$ cat src/rtl/rr_arbiter8_pkg.sv
`default_nettype none
// ============================================================================
// Module      : rr_arbiter8_pkg
// Description : Shared definitions for the 8-way round-robin arbiter:
//               requester count, FSM state encoding and the rotating
//               priority pick helper.
// Revision    : 1.0 - initial release
// ============================================================================
package rr_arbiter8_pkg;

    localparam int ARB_N = 8;

    typedef enum logic [1:0] {
        ARB_IDLE = 2'd0,
        ARB_BUSY = 2'd1,
        ARB_GAP  = 2'd2
    } arb_state_t;

    typedef struct packed {
        logic       found;
        logic [2:0] idx;
    } pick_t;

    // Rotating priority search: starts one above ptr, ascending, wrapping.
    // The final candidate is ptr itself, so a sole requester sitting at the
    // pointer position is still found.
    function automatic pick_t rr_pick(input logic [ARB_N-1:0] req,
                                      input logic [2:0]       ptr);
        pick_t      res;
        logic [2:0] cand;
        res = '0;
        for (int i = 1; i <= ARB_N; i++) begin
            cand = ptr + 3'(i);
            if (!res.found && req[cand]) begin
                res.found = 1'b1;
                res.idx   = cand;
            end
        end
        return res;
    endfunction

endpackage
`default_nettype wire

$ cat src/rtl/rr_arbiter8_enc.sv
`default_nettype none
// ============================================================================
// Module      : bin_encoder8to3
// Description : One-hot (or zero) to 3-bit binary encoder. An all-zero
//               input encodes to 3'b000.
// Ports       : onehot [7:0] in  - one-hot vector
//               idx    [2:0] out - binary index of the set bit
// Revision    : 1.0 - initial release
// ============================================================================
module bin_encoder8to3 (
    input  logic [7:0] onehot,
    output logic [2:0] idx
);

    // OR-reduction form: valid for one-hot input, yields 0 for zero input.
    assign idx[0] = onehot[1] | onehot[3] | onehot[5] | onehot[7];
    assign idx[1] = onehot[2] | onehot[3] | onehot[6] | onehot[7];
    assign idx[2] = onehot[4] | onehot[5] | onehot[6] | onehot[7];

endmodule
`default_nettype wire

$ cat src/rtl/rr_arbiter8.sv
`default_nettype none
// ============================================================================
// Module      : rr_arbiter8
// Description : Round-robin arbiter for 8 requesters with registered one-hot
//               grant, maximum hold time and optional idle gap between owners.
// Ports       : clk       in       - clock, rising edge
//               rst_n     in       - asynchronous active-low reset
//               req       in  [7:0]- request vector
//               gnt       out [7:0]- registered one-hot grant (0 = no owner)
//               gnt_idx   out [2:0]- binary index of gnt (0 when gnt = 0)
//               gnt_valid out      - registered, high when gnt != 0
//               timeout   out      - one-cycle pulse when gnt clears on
//                                    hold-time expiry
// Revision    : 1.0 - initial release
// ============================================================================
module rr_arbiter8
    import rr_arbiter8_pkg::*;
#(
    parameter int MAX_HOLD   = 16,
    parameter int GAP_CYCLES = 1
) (
    input  logic       clk,
    input  logic       rst_n,
    input  logic [7:0] req,
    output logic [7:0] gnt,
    output logic [2:0] gnt_idx,
    output logic       gnt_valid,
    output logic       timeout
);

    localparam int c_hold_w = (MAX_HOLD > 0) ? $clog2(MAX_HOLD + 1) : 1;
    localparam logic [c_hold_w-1:0] c_hold_last =
        c_hold_w'((MAX_HOLD > 0) ? MAX_HOLD - 1 : 0);
    localparam logic [c_hold_w-1:0] c_hold_max = '1;
    localparam logic [3:0] c_gap_last =
        4'((GAP_CYCLES > 0) ? GAP_CYCLES - 1 : 0);

    arb_state_t          r_state,    w_state_nxt;
    logic [7:0]          r_gnt,      w_gnt_nxt;
    logic [2:0]          r_ptr,      w_ptr_nxt;
    logic [c_hold_w-1:0] r_hold_cnt, w_hold_nxt;
    logic [3:0]          r_gap_cnt,  w_gap_nxt;
    logic                r_timeout,  w_timeout_nxt;
    logic                r_gnt_valid;

    pick_t               w_pick_idle;
    pick_t               w_pick_rearb;
    logic                w_owner_req;
    logic                w_expire;

    bin_encoder8to3 u_enc (
        .onehot (r_gnt),
        .idx    (gnt_idx)
    );

    // Normal search from the stored pointer; back-to-back search uses the
    // releasing owner as pointer so it lands last in the rotation.
    assign w_pick_idle  = rr_pick(req, r_ptr);
    assign w_pick_rearb = rr_pick(req, gnt_idx);
    assign w_owner_req  = req[gnt_idx];
    assign w_expire     = (MAX_HOLD != 0) && (r_hold_cnt == c_hold_last);

    always_comb begin
        w_state_nxt   = r_state;
        w_gnt_nxt     = r_gnt;
        w_ptr_nxt     = r_ptr;
        w_hold_nxt    = r_hold_cnt;
        w_gap_nxt     = r_gap_cnt;
        w_timeout_nxt = 1'b0;

        case (r_state)
            ARB_IDLE: begin
                if (w_pick_idle.found) begin
                    w_gnt_nxt   = 8'b1 << w_pick_idle.idx;
                    w_hold_nxt  = '0;
                    w_state_nxt = ARB_BUSY;
                end
            end

            ARB_BUSY: begin
                if (!w_owner_req || w_expire) begin
                    w_ptr_nxt     = gnt_idx;
                    w_timeout_nxt = w_owner_req && w_expire;
                    if (GAP_CYCLES > 0) begin
                        w_gnt_nxt   = '0;
                        w_gap_nxt   = '0;
                        w_state_nxt = ARB_GAP;
                    end else if (w_pick_rearb.found) begin
                        w_gnt_nxt   = 8'b1 << w_pick_rearb.idx;
                        w_hold_nxt  = '0;
                    end else begin
                        w_gnt_nxt   = '0;
                        w_state_nxt = ARB_IDLE;
                    end
                end else if (r_hold_cnt != c_hold_max) begin
                    // Saturates only when MAX_HOLD = 0 (unlimited hold).
                    w_hold_nxt = r_hold_cnt + 1'b1;
                end
            end

            ARB_GAP: begin
                if (r_gap_cnt == c_gap_last) begin
                    w_state_nxt = ARB_IDLE;
                end else begin
                    w_gap_nxt = r_gap_cnt + 4'd1;
                end
            end

            default: begin
                w_gnt_nxt   = '0;
                w_state_nxt = ARB_IDLE;
            end
        endcase
    end

    always_ff @(posedge clk or negedge rst_n) begin
        if (!rst_n) begin
            r_state     <= ARB_IDLE;
            r_gnt       <= '0;
            r_gnt_valid <= 1'b0;
            r_timeout   <= 1'b0;
            r_ptr       <= 3'd7;
            r_hold_cnt  <= '0;
            r_gap_cnt   <= '0;
        end else begin
            r_state     <= w_state_nxt;
            r_gnt       <= w_gnt_nxt;
            r_gnt_valid <= |w_gnt_nxt;
            r_timeout   <= w_timeout_nxt;
            r_ptr       <= w_ptr_nxt;
            r_hold_cnt  <= w_hold_nxt;
            r_gap_cnt   <= w_gap_nxt;
        end
    end

    assign gnt       = r_gnt;
    assign gnt_valid = r_gnt_valid;
    assign timeout   = r_timeout;

endmodule
`default_nettype wire
$ cat config.mk
export PLATFORM = sky130hd
export DESIGN_NAME = rr_arbiter8
export DESIGN_NICKNAME = d
export VERILOG_FILES = /design/src/rtl/rr_arbiter8_pkg.sv /design/src/rtl/rr_arbiter8_enc.sv /design/src/rtl/rr_arbiter8.sv
export SDC_FILE = /design/constraint.sdc
export NUM_CORES = 1
export LEC_CHECK = 0
export ABC_AREA = 1
export CAP_MARGIN = 5
export CORE_UTILIZATION = 60
export CTS_CLUSTER_DIAMETER = 120
export DETAILED_ROUTE_END_ITERATION = 8
export PLACE_DENSITY = 0.82
export SYNTH_ARGS = -nofsm -noshare
export SYNTH_HDL_FRONTEND = slang
export SYNTH_SLANG_ARGS = --single-unit
$ cat constraint.sdc
create_clock -name clk -period 5.2 [get_ports clk]
set_clock_uncertainty 0.15 [all_clocks]
set_input_delay 0.52 -clock clk [delete_from_list [all_inputs] [get_ports clk]]
set_output_delay 0.52 -clock clk [all_outputs]
set_load 0.005 [all_outputs]
==> qor.csv <==
stage,metric,value,unit
outcome,status,"complete, no violations",
critical_path,slowest_delay,0.69,ns
yosys,ys_seq_area_share,28.5,%
yosys,synth_area,0.00212,mm2
yosys,yosys.area.top_type,dfrtp_1,
critical_path,cp-end-kind,flop,
floorplanning,num_io_pins,23,
place,placed_cells,373,
yosys,avgSynthCellArea,6.82,um2
place,dp_hpwl,3.81,mm
timing,rsz0062_at_grt,no,
yosys,synth-edff-count,0,
layout,fin_cells,377,
yosys,synth_cell_type_count,33,
global_route,grt-ovfl-total,0,
layout,fillerInstances,312,
floorplanning,num_rows,21,
yosys,yosys-top-cells-area,"dfrtp_1 25%, nand2_1 13%, nand3_1 11%",
critical_path,path_class,reg2reg,
cts,cts_hold_buf,0,
routing,via_per_inst,5.29,
power_and_ir_drop,finalPower,1.68,mW
cts,ctsResizeCount,0,
cts,htreeDepth,1,
yosys,yosysTopAreaCellShare,24.8,%
cts,cts_root_buf,clkbuf_4,
global_route,grt_start_max_net_pins,25,
global_route,grt_pass1_wl,7.43,mm
timing,tightest_slew,1.04,ns
layout,stdcell_area,0.00240,mm2
run,drv_cap,0,
critical_path,cp-start-kind,flop,
timing,fin_hold_ws,0.377,ns
cts,tritoncts,built,
timing,relSlewSlack,30.7,%
cts,clock_sinks,24,
yosys,ys.flop_type,dfrtp_1,
layout,multi_input_area,0.00128,mm2
yosys,ys_ff_latch,24,
critical_path,cp_max_fo,11,
place,place_congestion,0.994,
floorplanning,start_util,63.1,%
timing,hold_viol,0,
critical_path,required,5.27,ns
global_route,grt_pass1_vias,1788,
yosys,yosys_warnings,0,
floorplanning,dieArea,0.00378,mm2
global_route,antenna_found_initial,0,
worst_hold_path,hold_path.class,reg2reg,
cts,worst_skew_pair.late_latency,0.31,ns
timing,layout_setup_ws,1.77,ns
power_and_ir_drop,clkPwrFrac,7.9,%
power_and_ir_drop,power_density,701,mW/mm2
cts,cts_setup_buffers,0,
place,portBuffers,22,
critical_path,crit_family,simple AND/OR/NAND/NOR gates,
routing,wire_per_inst,12.0,um
routing,drt_iter0_markers,105,
timing,max_freq,0.292,GHz
cts,cts_buffers,3,
layout,drive_above_1_share,16.9,%
critical_path,critPathBufInv,5,
cts,clock_path_buffers,2,
power_and_ir_drop,p_comb_share,74.2,%
place,place_area,0.00235,mm2
critical_path,cp.arrival,3.50,ns
routing,wl,4.51,mm
routing,dr.pass1.iters,4,
layout,final_nets,349,
timing,fin_crit,3.43,ns
cts,cts.reportedPaths.clkPinSlew,0.14,ns
routing,num_vias,1994,
routing,drcViolationCount,0,
layout,n_antenna_cell,0,
power_and_ir_drop,switchingPower,0.937,mW
power_and_ir_drop,seqPwrFrac,17.9,%
place,dp_slack,1.84,ns
global_route,grt.total_usage,26.3,%
power_and_ir_drop,ir_worst_vdd,413,uV
timing,min_period_over_period,65.9,%
floorplanning,die_h,61.5,um
yosys,syn_inst,311,
timing,setup_viol,0,
floorplanning,die_w,61.5,um
power_and_ir_drop,leakage,1.24,nW
layout,postLayoutCoreUtil,71.4,%
critical_path,slowest_stage,dfstp_2,
timing,slew_viol_final,0,
yosys,synth_nets,328,
power_and_ir_drop,internal-power,0.747,mW
power_and_ir_drop,switching_share,55.6,%
yosys,synthArstFlopShare,100,%
layout,seqCellArea,604,um2
timing,fin_tns_setup,0,ns
critical_path,crit_chain,"inv_1, ha_1, inv_1, nand3_1, nand2_1, o21ai_0, inv_1, nand3_4, inv_2, nand2_2, nand2_2, inv_2, nor2_1, nor2_1, nand2_1, nor2_1, nand2_1",
routing,drtAntennaViolNets,0,
layout,syn_to_final_growth,13.3,%
floorplanning,core_area,0.00336,mm2
==> placed cells by master (no fill, tap or decap), drive strengths merged <==
cell type,count
o21a,1
nor4,1
inv,49
ha,7
o31ai,1
o21ai,14
nand2,96
a211oi,1
bufinv,1
xnor2,1
nor2,30
nand4,7
nor3,3
nand3,59
dfrtp,21
nor3b,1
clkdlybuf4s50,22
xor2,4
or2,1
dfstp,3
clkbuf,3
a21boi,1
a21oi,4
==> state kept, by name (all words and copies together), names as in the netlist <==
signal and flops:
gnt 8, gnt_valid 1, r_gap_cnt 4, r_hold_cnt 5, r_ptr 3, r_state 2, timeout 1
==> cell type report <==
cell class                 instances  area share (%)
multi-input combinational        232            53.3
sequential                        24            25.2
timing repair buffer              22            9.17
inverter                          49            7.76
tap                               46            2.40
clock inverter                     1            1.25
clock buffer                       3           0.938
==> synthesized netlist by cell type (2+ instances only) <==
master,count
a21oi_1,4
buf_4,3
buf_6,2
dfrtp_1,21
dfstp_2,3
ha_1,7
inv_1,40
inv_2,8
nand2_1,76
nand2_2,19
nand3_1,45
nand3_2,13
nand4_1,6
nor2_1,27
nor2_4,2
nor3_1,3
o21ai_0,13
xor2_1,4
==> metal layers <==
layer | track usage [%] | part of all wire, % | vias up
li1 | - | - | 1042
met1 | 34.3 | 48 | 918
met2 | 45.7 | 48 | 30
met3 | 3.78 | 3.1 | 4
met4 | 7.62 | 0.98 | 0
met5 | 0 | 0 | -
==> worst min-delay path, cell delays in order (launching register included) <==
cell and delay (ns):
dfrtp_1 0.39, nand2_1 0.06, o31ai_1 0.05
==> kinds of logic after synthesis <==
kind of cell    after synthesis  share of synthesized area, %
buf+inv                      55                          11.1
xor+xnor                      5                          2.06
compound gates               22                          5.84
flops                        24                          28.5
fa+ha+maj                     7                          4.13
simple gates                198                          48.4
==> path summary, 6_finish.rpt <==
| check | to | startpoint | cells after the start | slack [ns] |
|---|---|---|---|---|
| hold / removal | r_hold_cnt[4] | r_hold_cnt[4] | 2 | 0.38 |
| hold reg to reg | r_hold_cnt[4] | r_hold_cnt[4] | 2 | 0.38 |
| min in group asynchronous | gnt[1] | rst_n | 1 | 0.60 |
| setup / recovery | gnt_valid | r_ptr[1] | 17 | 1.77 |
| max in group asynchronous | r_gap_cnt[1] | rst_n | 1 | 3.66 |
| setup reg to reg | gnt_valid | r_ptr[1] | 17 | 1.77 |
==> power by group through the flow <==
stage / Sequential [mW] / Combinational, mW / Clock [mW]
finish: 0.302 / 1.25 / 0.133
global route: 0.311 / 1.41 / 0.142
CTS: 0.302 / 1.25 / 0.135
detailed placement: 0.306 / 1.24 / 0
global placement: 0.305 / 1.24 / 0
floorplan: 0.281 / 0.985 / 0
No activity file was read; power rests on OpenSTA's default activity.
